`config.mk`:
```
export PLATFORM = sky130hd
export DESIGN_NAME = udp_coef_sender
export DESIGN_NICKNAME = d
export VERILOG_FILES = /design/src/rtl/udp_coef_sender.sv
export SDC_FILE = /design/constraint.sdc
export NUM_CORES = 1
export LEC_CHECK = 0
export ABC_AREA = 1
export BUFFER_PORTS_ARGS = -buffer_cell sky130_fd_sc_hd__buf_2
export CORE_MARGIN = 8
export CORE_UTILIZATION = 53
export CTS_CLUSTER_DIAMETER = 150
export DETAILED_ROUTE_END_ITERATION = 16
export PLACE_DENSITY_LB_ADDON = 0.05
export SLEW_MARGIN = 20
export SYNTH_ARGS = -nofsm -noshare
export SYNTH_HDL_FRONTEND = slang
export SYNTH_SLANG_ARGS = --single-unit
export TNS_END_PERCENT = 20
```
`constraint.sdc`:
```
create_clock -name i_clk -period 1.88 [get_ports i_clk]
set_clock_uncertainty 0.15 [all_clocks]
set_input_delay 0.188 -clock i_clk [delete_from_list [all_inputs] [get_ports i_clk]]
set_output_delay 0.188 -clock i_clk [all_outputs]
set_load 0.01 [all_outputs]
```
`src/rtl/udp_coef_sender.sv`:
```
// ============================================================================
// Module      : udp_coef_sender
// Description : Serialises one biquad coefficient set {filt,b0,b1,b2,a1,a2}
//               into a 21-byte UDP payload, MSB first, on a valid/ready/last
//               byte stream. Holds one active frame plus one pending request.
// Revision    : 1.0 - initial release
// ============================================================================
`default_nettype none

module udp_coef_sender #(
  parameter int FILT_NUM = 4
) (
  input  logic        i_clk,
  input  logic        i_rst,
  input  logic        i_send,
  input  logic [7:0]  i_filt,
  input  logic [31:0] i_b0,
  input  logic [31:0] i_b1,
  input  logic [31:0] i_b2,
  input  logic [31:0] i_a1,
  input  logic [31:0] i_a2,
  input  logic        udp_tx_ready,
  output logic        udp_tx_valid,
  output logic        udp_tx_last,
  output logic [7:0]  udp_tx_data,
  output logic        o_busy,
  output logic        o_done,
  output logic        o_drop,
  output logic        o_err
);

  localparam logic [7:0] FILT_LIMIT  = 8'(FILT_NUM);
  localparam logic [4:0] LAST_IDX    = 5'd20;
  localparam logic [4:0] PRE_LAST    = 5'd19;

  typedef enum logic [1:0] {
    S_IDLE = 2'd0,
    S_SEND = 2'd1,
    S_DONE = 2'd2
  } state_t;

  state_t         state;
  logic [167:0]   active;      // frame in flight; top byte is the one on the bus
  logic [167:0]   pend;        // queued request snapshot
  logic           pend_valid;
  logic [4:0]     cnt;         // index of the byte currently presented

  logic           req_bad;
  logic           req_ok;
  logic [167:0]   req_word;

  // Out-of-range filter index wins over both accept and drop.
  assign req_bad  = i_send && (i_filt >= FILT_LIMIT);
  assign req_ok   = i_send && !req_bad;
  assign req_word = {i_filt, i_b0, i_b1, i_b2, i_a1, i_a2};

  // Active register shifts left per accepted byte, so the bus byte is its MSB.
  assign udp_tx_data = active[167:160];
  assign o_busy      = (state != S_IDLE) || pend_valid;

  // Frame sequencer: load, shift out 21 bytes, one S_DONE cycle, chain pending.
  always_ff @(posedge i_clk) begin
    if (i_rst) begin
      state        <= S_IDLE;
      active       <= '0;
      pend         <= '0;
      pend_valid   <= 1'b0;
      cnt          <= '0;
      udp_tx_valid <= 1'b0;
      udp_tx_last  <= 1'b0;
      o_done       <= 1'b0;
      o_drop       <= 1'b0;
      o_err        <= 1'b0;
    end else begin
      o_done <= 1'b0;
      o_drop <= 1'b0;
      o_err  <= req_bad;
      case (state)
        S_IDLE: begin
          if (req_ok) begin
            active       <= req_word;
            cnt          <= '0;
            udp_tx_valid <= 1'b1;
            udp_tx_last  <= 1'b0;
            state        <= S_SEND;
          end
        end
        S_SEND: begin
          if (req_ok) begin
            if (!pend_valid) begin
              pend       <= req_word;
              pend_valid <= 1'b1;
            end else begin
              o_drop <= 1'b1;
            end
          end
          if (udp_tx_valid && udp_tx_ready) begin
            if (cnt == LAST_IDX) begin
              udp_tx_valid <= 1'b0;
              udp_tx_last  <= 1'b0;
              o_done       <= 1'b1;
              state        <= S_DONE;
            end else begin
              active      <= {active[159:0], 8'h00};
              cnt         <= cnt + 5'd1;
              udp_tx_last <= (cnt == PRE_LAST);
            end
          end
        end
        S_DONE: begin
          if (pend_valid) begin
            // Pending frame starts; the freed slot may refill this same cycle.
            active       <= pend;
            cnt          <= '0;
            udp_tx_valid <= 1'b1;
            udp_tx_last  <= 1'b0;
            state        <= S_SEND;
            pend_valid   <= req_ok;
            if (req_ok) begin
              pend <= req_word;
            end
          end else if (req_ok) begin
            active       <= req_word;
            cnt          <= '0;
            udp_tx_valid <= 1'b1;
            udp_tx_last  <= 1'b0;
            state        <= S_SEND;
          end else begin
            state <= S_IDLE;
          end
        end
        default: begin
          state        <= S_IDLE;
          udp_tx_valid <= 1'b0;
          udp_tx_last  <= 1'b0;
        end
      endcase
    end
  end

endmodule

`default_nettype wire

```
==> results.txt <==
Hold WC Path Type - input port to flip-flop
Yosys reg bits - 349
Hold path start - i_rst
Max stage delay on crit path - 380 ps
Post-synth top area share - 41.22%
Area of the core - 31560 sq um
Clk_lat worst skew - 520 ps
Rows - 65
DPL Wire Length - 31560 microns
Share of post-route cells with drive strength above 1 - 14.85%
CP Max Fanout - 18
Max Root-Sink Buffers - 3
CTS tree - built
Status - complete, but fails checks
DRT iter0 DRCs - 1417
Count of pins over their slew limit - 0
Die Span X - 194.8 microns
First-pass GRT wire length - 87540 microns
WP data required - 2150 ps
Post-synthesis net count - 2796
Largest net degree at the start of global routing - 95
CP Launch Point - state[0]$_SDFFE_PP0P_
Starting Density - 53.72%
Synth-to-Final Area Change - 34.04%
First-pass DRT Iterations - 6
RSZ-0062 raised after global routing - true
Drt drc - 0
Clock sinks - 349
Failing checks - negative setup slack
Synth cell types - 25
Mapped cell area - 16950 sq um
Power Dens Cells - 1165 nW/um^2
Share of the yosys chip area belonging to registers - 41.22%
Tcrit/Tclk final - 103.9%
Worst-path clk slew - 60 ps
Worst setup SP type - flip-flop
Final setup viols - 86
Reg-to-Reg Start - state[0]$_SDFFE_PP0P_
Average size of a mapped cell - 6.474 sq um
Setup WS pre-CTS - -137.1 ps
Die Ht - 194.8 microns
WL per Instance - 17.26 microns
Total I/O pin count - 186
Setup WS post-layout - -74.15 ps
Crit path kind - flip-flop to flip-flop
Leading area contributor after synthesis - dfxtp_1
Worst Tran Pin Value - 687.1 ps
Via count - 18291
CP max-delay cell - dfxtp_4
Ys Warns - 0
Crit-path cells - inv_4 -> ha_4 -> inv_2 -> nor2_4 -> buf_6 -> buf_12 -> a22oi_1 -> nand2_1 -> nand2_1 -> a21oi_1
Top cells by area, synth - dfxtp_1 41%, nand2_1 14%, nor2_1 11%, o21ai_0 8.7%, inv_1 5.7%
FMAX - 0.5117 GHz
IO Port Bufs - 185
GRT Overall Usage - 27.12%
Layout Cells excl Fill - 3374
Vias per cell - 5.421
Placed insts - 3105
Crit path capture type - flip-flop
Slew Limit Headroom - 54.04%
Initial antenna violation count - 2
Total CTS buffers - 39
VDD IR max - 1623 uV
Clock Root Buffer - clkbuf_16
Grt ovf - 0
Fillcell total - 2640
Most used cell along the critical path - nand2_1
CP arrival - 2220 ps
Gate Count Post-Synth - 2618
H-tree depth - 2
Max-cap violations - 0
Static leakage - 9.960 nW
Routed WL - 58250 microns
Vias in the first global route - 17204
Final min period - 1954 ps
Remaining antenna violation count - 0
Placer Congestion - 0.8245
Final Hold Fails - 0
Full die area - 37960 sq um
Nets - 3126
## where the power goes
group | leakage (nW) | internal (mW) | total (mW) | switching, mW
combinational | 6.50 | 4.01 | 10.5 | 6.51
clock | 0.633 | 4.73 | 7.76 | 3.04
sequential | 2.83 | 7.94 | 8.20 | 0.261
total | 9.96 | 16.7 | 26.5 | 9.81
## Yosys cell counts (all sizes together)
master  count
nand2     614
nor2      499
dfxtp     349
o21ai     311
inv       264
a21oi     183
buf       111
nand3      94
a22oi      86
clkbuf     86
a22o        6
ha          6
nand4       5
nor3        3
clkinv      1
## final timing paths
kind              slack, ps  depth (start not counted)                  endpoint
setup / recovery        -70                         10  active[152]$_SDFFE_PP0P_
hold / removal           90                          5     state[1]$_SDFFE_PP0P_
setup reg to reg        -70                         10  active[152]$_SDFFE_PP0P_
hold reg to reg         300                          2    pend[163]$_SDFFE_PP0P_
## per-layer routing
metal	wire length, microns	track usage [%]	up-vias	share of wire [%]
met1	24990	36.32	8485	43
met3	4183	3.662	133	7.2
met5	0	0	-	0
met4	1718	7.355	0	2.9
met2	27350	45.35	739	47
li1	-	-	8934	-
## final cells by class
type,count,area (sq um),share of cell area (%)
Inverter,265,1033,4.549
Clock buffer,54,1135,4.995
Tap cell,402,503.0,2.214
Clock inverter,9,145.1,0.6388
Antenna cell,2,5.005,0.02203
Timing Repair Buffer,484,4648,20.46
Sequential cell,349,6992,30.77
Timing Repair inverter,1,16.27,0.07159
Multi-Input combinational cell,1808,8243,36.28
## flip-flops by register name, summed over array words and instances (netlist names)
signal / count
o_drop: 1
o_done: 1
udp_tx_last: 1
pend_valid: 1
pend: 168
udp_tx_valid: 1
o_err: 1
cnt: 5
state: 2
active: 168
## per-stage QoR
step / util (%) / hold WS, ps / power, mW / cell area (sq um) / setup TNS, ps
floorplan: - / 163.8 / 13.71 / 16950 / 0
global placement: 58.98 / 288.0 / 16.33 / 18610 / -6644
detailed placement: 58.98 / 295.8 / 16.45 / 18610 / -17010
CTS: 69.05 / 55.09 / 24.73 / 21790 / -26.91
global route: 72.00 / 83.06 / 27.70 / 22720 / -15660
finish: 72.00 / 87.52 / 26.48 / 22720 / -1148
## cells by family (layout without fill, tap and decap cells)
family | after synthesis | in the layout | share of synthesized area [%]
simple gates | 1215 | 1216 | 27.81
fa+ha+maj | 6 | 6 | 0.4429
flops | 349 | 349 | 41.22
buf+inv | 462 | 813 | 11.82
compound gates | 586 | 586 | 18.71
other cells | 0 | 2 | 0
## worst max-delay path, delay by kind of cell (launching register included)
family,cells,cell delay (ps)
flops,1,380
compound gates,2,260
simple gates,3,320
fa+ha+maj,1,280
buf+inv,4,460
## timing repair
item | CTS | global route
setup endpoints to repair | 324 | 336
pin swaps | 4 | 28
hold buffers | 169 | 0
endpoints found under the hold margin | 330 | 0
gates cloned | 3 | 26
buffers inserted | 1 | 5
gates resized for setup | 29 | 165
## cell usage in the layout, fill, tap and decap left out, types with 7 or more instances in the layout
master	count
a21oi_1	178
a22oi_1	85
buf_12	37
buf_16	10
buf_2	184
buf_4	52
buf_6	11
clkbuf_1	7
clkbuf_16	60
dfxtp_1	347
dlygate4sd3_1	169
inv_1	254
nand2_1	605
nand3_1	90
nor2_1	482
nor2_2	12
o21ai_0	206
o21ai_1	89
o21ai_2	16
(Power assumes the default switching activity.)
